## src/rtl/sdram_port_arbiter.sv

```systemverilog
// Two-port arbiter in front of the sdram_controller soc_side interface.
// One access in flight at a time, round-robin between p0 and p1 under contention,
// with a watchdog that error-completes accesses the controller never finishes.
module sdram_port_arbiter #(
  parameter int unsigned ADDR_WIDTH     = 23,
  parameter int unsigned DATA_WIDTH     = 32,
  parameter int unsigned MASK_WIDTH     = 4,
  parameter int unsigned TIMEOUT_CYCLES = 255
) (
  input  logic                  clk,
  input  logic                  reset_port,
  // requester p0
  input  logic                  p0_req_port,
  input  logic                  p0_wr_port,
  input  logic [ADDR_WIDTH-1:0] p0_addr_port,
  input  logic [DATA_WIDTH-1:0] p0_wr_data_port,
  input  logic [MASK_WIDTH-1:0] p0_wr_mask_port,
  output logic                  p0_ack_port,
  output logic                  p0_done_port,
  output logic                  p0_err_port,
  output logic [DATA_WIDTH-1:0] p0_rd_data_port,
  // requester p1
  input  logic                  p1_req_port,
  input  logic                  p1_wr_port,
  input  logic [ADDR_WIDTH-1:0] p1_addr_port,
  input  logic [DATA_WIDTH-1:0] p1_wr_data_port,
  input  logic [MASK_WIDTH-1:0] p1_wr_mask_port,
  output logic                  p1_ack_port,
  output logic                  p1_done_port,
  output logic                  p1_err_port,
  output logic [DATA_WIDTH-1:0] p1_rd_data_port,
  // controller side
  input  logic                  mem_busy_port,
  input  logic                  mem_ready_port,
  input  logic [DATA_WIDTH-1:0] mem_rd_data_port,
  output logic [ADDR_WIDTH-1:0] mem_addr_port,
  output logic [DATA_WIDTH-1:0] mem_wr_data_port,
  output logic [MASK_WIDTH-1:0] mem_wr_mask_port,
  output logic                  mem_wr_en_port,
  output logic                  mem_rd_en_port
);

  localparam int unsigned WD_W = $clog2(TIMEOUT_CYCLES + 1);

  typedef enum logic [1:0] {
    IDLE  = 2'd0,
    ISSUE = 2'd1,
    WAIT  = 2'd2
  } state_t;

  state_t          state;
  logic            rr;        // port that wins the next tie
  logic            gnt;       // port owning the access in flight
  logic            gnt_wr;    // access in flight is a write
  logic [WD_W-1:0] wdog;

  logic                  win_c;
  logic                  sel_wr_c;
  logic [ADDR_WIDTH-1:0] sel_addr_c;
  logic [DATA_WIDTH-1:0] sel_wr_data_c;
  logic [MASK_WIDTH-1:0] sel_wr_mask_c;
  logic [WD_W-1:0]       wdog_inc_c;
  logic                  timeout_c;

  // Winner selection and payload mux for the port about to be granted.
  always_comb begin
    win_c         = 1'b0;
    sel_wr_c      = p0_wr_port;
    sel_addr_c    = p0_addr_port;
    sel_wr_data_c = p0_wr_data_port;
    sel_wr_mask_c = p0_wr_mask_port;
    if (p0_req_port && p1_req_port) begin
      win_c = rr;
    end else begin
      win_c = p1_req_port;
    end
    if (win_c) begin
      sel_wr_c      = p1_wr_port;
      sel_addr_c    = p1_addr_port;
      sel_wr_data_c = p1_wr_data_port;
      sel_wr_mask_c = p1_wr_mask_port;
    end
  end

  // Saturating watchdog increment and timeout detect.
  always_comb begin
    wdog_inc_c = wdog;
    if (wdog != {WD_W{1'b1}}) begin
      wdog_inc_c = wdog + WD_W'(1);
    end
    timeout_c = (wdog_inc_c == WD_W'(TIMEOUT_CYCLES));
  end

  // Arbiter FSM with registered pulses, latched payload and per-port read data.
  always_ff @(posedge clk or posedge reset_port) begin
    if (reset_port) begin
      state            <= IDLE;
      rr               <= 1'b0;
      gnt              <= 1'b0;
      gnt_wr           <= 1'b0;
      wdog             <= '0;
      p0_ack_port      <= 1'b0;
      p0_done_port     <= 1'b0;
      p0_err_port      <= 1'b0;
      p0_rd_data_port  <= '0;
      p1_ack_port      <= 1'b0;
      p1_done_port     <= 1'b0;
      p1_err_port      <= 1'b0;
      p1_rd_data_port  <= '0;
      mem_addr_port    <= '0;
      mem_wr_data_port <= '0;
      mem_wr_mask_port <= '0;
      mem_wr_en_port   <= 1'b0;
      mem_rd_en_port   <= 1'b0;
    end else begin
      p0_ack_port    <= 1'b0;
      p1_ack_port    <= 1'b0;
      p0_done_port   <= 1'b0;
      p1_done_port   <= 1'b0;
      p0_err_port    <= 1'b0;
      p1_err_port    <= 1'b0;
      mem_wr_en_port <= 1'b0;
      mem_rd_en_port <= 1'b0;
      case (state)
        IDLE: begin
          if (!mem_busy_port && (p0_req_port || p1_req_port)) begin
            gnt              <= win_c;
            gnt_wr           <= sel_wr_c;
            rr               <= ~win_c;
            mem_addr_port    <= sel_addr_c;
            mem_wr_mask_port <= sel_wr_mask_c;
            // Write data is meaningless for reads, so keep the previous value.
            if (sel_wr_c) begin
              mem_wr_data_port <= sel_wr_data_c;
            end
            mem_wr_en_port <= sel_wr_c;
            mem_rd_en_port <= ~sel_wr_c;
            if (win_c) begin
              p1_ack_port <= 1'b1;
            end else begin
              p0_ack_port <= 1'b1;
            end
            state <= ISSUE;
          end
        end
        ISSUE: begin
          wdog  <= '0;
          state <= WAIT;
        end
        WAIT: begin
          // Ready has priority over a timeout landing on the same edge.
          if (mem_ready_port) begin
            if (gnt) begin
              p1_done_port <= 1'b1;
              if (!gnt_wr) begin
                p1_rd_data_port <= mem_rd_data_port;
              end
            end else begin
              p0_done_port <= 1'b1;
              if (!gnt_wr) begin
                p0_rd_data_port <= mem_rd_data_port;
              end
            end
            state <= IDLE;
          end else begin
            wdog <= wdog_inc_c;
            if (timeout_c) begin
              if (gnt) begin
                p1_done_port <= 1'b1;
                p1_err_port  <= 1'b1;
              end else begin
                p0_done_port <= 1'b1;
                p0_err_port  <= 1'b1;
              end
              state <= IDLE;
            end
          end
        end
        default: begin
          state <= IDLE;
        end
      endcase
    end
  end

endmodule

```

## config.mk

```make
export PLATFORM = sky130hd
export DESIGN_NAME = sdram_port_arbiter
export DESIGN_NICKNAME = d
export VERILOG_FILES = /design/src/rtl/sdram_port_arbiter.sv
export SDC_FILE = /design/constraint.sdc
export NUM_CORES = 1
export LEC_CHECK = 0
export BUFFER_PORTS_ARGS = -buffer_cell sky130_fd_sc_hd__clkbuf_2
export CAP_MARGIN = 20
export CORE_AREA = 2 2 150 152
export DETAILED_ROUTE_END_ITERATION = 7
export DIE_AREA = 0 0 152 154
export MAX_ROUTING_LAYER = met4
export PLACE_DENSITY_LB_ADDON = 0.15
export SLEW_MARGIN = 10
export SYNTH_ARGS = -nofsm -noshare
export SYNTH_HDL_FRONTEND = slang
export SYNTH_SLANG_ARGS = --single-unit
```

## constraint.sdc

```tcl
create_clock -name clk -period 7.32 [get_ports clk]
set_clock_uncertainty 0.15 [all_clocks]
set_input_delay 1.83 -clock clk [delete_from_list [all_inputs] [get_ports clk]]
set_output_delay 1.83 -clock clk [all_outputs]
set_load 0.1 [all_outputs]
```

==> impl_metrics.toml <==
[cts]
post_cts_buffers = 0
cts_sinks = 144
cts_tree = "yes"
cts_buffers = 17
clockRootBuffer = "clkbuf_16"
post_cts_resized = 0
htreeDepth = 4
clk_transition_reported_paths_ns = 0.07
clk_latency_ns = 0.41
cts.path.max_buffers = 2
cts_hold_buf = 0

[synthesis]
ys_seq_elements = 144
ys_types = 47
syn_area_sq_um = 6440
synth-async-reset-ratio_pct = 100
yosys_warnings = 0
syn_nets = 639
yosysTopAreaCell = "dfrtp_1"
yosysTopAreaCellShare_pct = 55.9
synth_edf_count = 0
synth.area.top_cells = "dfrtp_1 (56%), mux2_2 (13%), mux2_4 (7.0%)"
avgSynthCellArea_sq_um = 13.4
netlist_instances = 480
yosysSeqAreaShare_pct = 55.9
yosys_most_used_dff = "dfrtp_1"

[finish]
nNetsFinal = 923
multi_input_area_sq_um = 2660
synthToLayoutAreaGrowth_pct = 35.5
seq_area_sq_um = 3600
nFillCells = 2082
drive_gt1_share_pct = 56.1
diodes = 0

[worst_setup_path]
arrival_ns = 3.78
rrSetupSlack_ns = 4.54
critical_path_class = "input port to register"
crit_chain = "clkbuf_2, inv_2, or4_2, mux2_1"
cp.required_ns = 7.46
cp-start-kind = "input port"
max_stage_delay_ns = 1.14
cp_max_fo = 32
end_kind = "register"
slowest_stage = "or4_2"
r2r.worst_path.cells = 3

[sta]
max_freq_mhz = 274
min_period_ns = 3.64
hold_violations = 0
worst_pin_slew_ns = 1.08
max_slew_margin_pct = 27.9
slew_viol_final = 0
setup_viol = 0
period_share_pct = 49.8
rsz0062_at_grt = "false"
fin_setup_tns_ns = 0

[run_status]
run_status = "finished clean"

[floorplanning]
core_sq_um = 21700
die_x_microns = 152
ios = 289
die_area_sq_um = 23400
die-height_microns = 154
std_cell_rows = 54
initial_core_util_pct = 29.7

[place]
io_buffers = 288
hpwl_microns = 12000
gp_congestion = 0.837

[grt]
grt_overflow = 0
grt_busiest_layer = "met2"
grt_pass1_wl_microns = 26500
track_usage_pct = 14.5
gr-usage-met3_pct = 5.47
first_global_vias = 5006
antenna_found_initial = 0
grt_max_degree = 87
met1_usage_pct = 17.2
met2_usage_pct = 23.1

[route]
wl_per_cell_microns = 15.7
drcViolationCount = 0
ant_nets = 0
drt-pass1-iter-count = 4
drt_wl_total_microns = 16500
vias = 4802
routed_via_density = 4.54
drt_iter0_drc = 176

[job]
drv_cap = 0

[min_path]
hp-class = "register to register"
hold_depth = 2
## Yosys cell counts, drive strengths merged, types with 3 or more instances
cell	instances
nand2b	4
buf	16
nand2	37
dfrtp	144
clkbuf	11
o21ai	31
nor4	5
mux2i	29
a21oi	7
inv	9
mux2	128
a21o	3
nor3	3
nand3	5
nor2	14
and3	3
## cell type report
type,count,area share [%]
Sequential cell,144,41.3
Multi-Input combinational cell,300,30.4
Timing Repair Buffer,292,17.0
Clock buffer,19,5.07
Tap cell,280,4.01
Clock inverter,13,1.75
Inverter,9,0.444
## worst max-delay path: cells and delay by family
family | cells | cell delay, ns
buffers and inverters | 2 | 0.29
AND/OR/NAND/NOR | 1 | 1.14
multiplexers | 1 | 0.50
## final timing paths
kind / endpoint / from
hold / removal: mem_addr_port[0] / mem_addr_port[0]
min in group asynchronous: mem_wr_data_port[24] / reset_port
max in group asynchronous: p1_rd_data_port[25] / reset_port
hold reg to reg: mem_addr_port[0] / mem_addr_port[0]
setup / recovery: p0_rd_data_port[17] / mem_ready_port
setup reg to reg: p0_rd_data_port[17] / state[1]
## flip-flops by register name, indices dropped and copies added (netlist names)
name	cells
p1_ack_port	1
rr	1
p0_done_port	1
mem_rd_en_port	1
p1_rd_data_port	32
p0_err_port	1
mem_wr_mask_port	4
wdog	8
gnt_wr	1
p1_err_port	1
p0_ack_port	1
p1_done_port	1
mem_wr_data_port	32
mem_addr_port	23
p0_rd_data_port	32
state	2
gnt	1
mem_wr_en_port	1
## kinds of logic after synthesis
family / count (synthesis) / synth area share (%)
flops: 144 / 55.9
fa+ha+maj: 1 / 0.194
buf+inv: 36 / 3.18
simple gates: 83 / 6.21
compound gates: 59 / 5.86
mux: 157 / 28.6
## per-layer routing
metal	part of all wire (%)	wire length, microns
met1	43	7110
met2	47	7770
met3	8.8	1450
met4	1.3	219
met5	0	0
## layout by cell type, fill, tap and decap left out, drive strengths merged, types with 3 or more instances in the layout
cell / Yosys / final
clkbuf: 11 / 307
dfrtp: 144 / 144
mux2: 128 / 128
nand2: 37 / 37
o21ai: 31 / 31
mux2i: 29 / 29
nor2: 14 / 14
inv: 9 / 14
a21oi: 7 / 7
nand3: 5 / 5
nor4: 5 / 5
nand2b: 4 / 4
buf: 16 / 4
and3: 3 / 3
a21o: 3 / 3
clkinv: 0 / 3
clkinvlp: 0 / 3
nor3: 3 / 3
## through the flow
stage	cell area (sq um)	worst slack [ns]	hold slack [ns]	cells	util, %
floorplan	6440	1.47	0.348	480	-
global placement	8110	2.93	0.317	1024	37.4
detailed placement	8110	2.88	0.325	1024	37.4
CTS	8710	3.32	0.340	1056	40.2
global route	8730	3.61	0.352	1057	40.3
finish	8730	3.68	0.334	1057	40.3
Power is left out: the tool's default activity adds up to more than one toggle a clock period on the data nets, which glitch-free logic cannot reach.
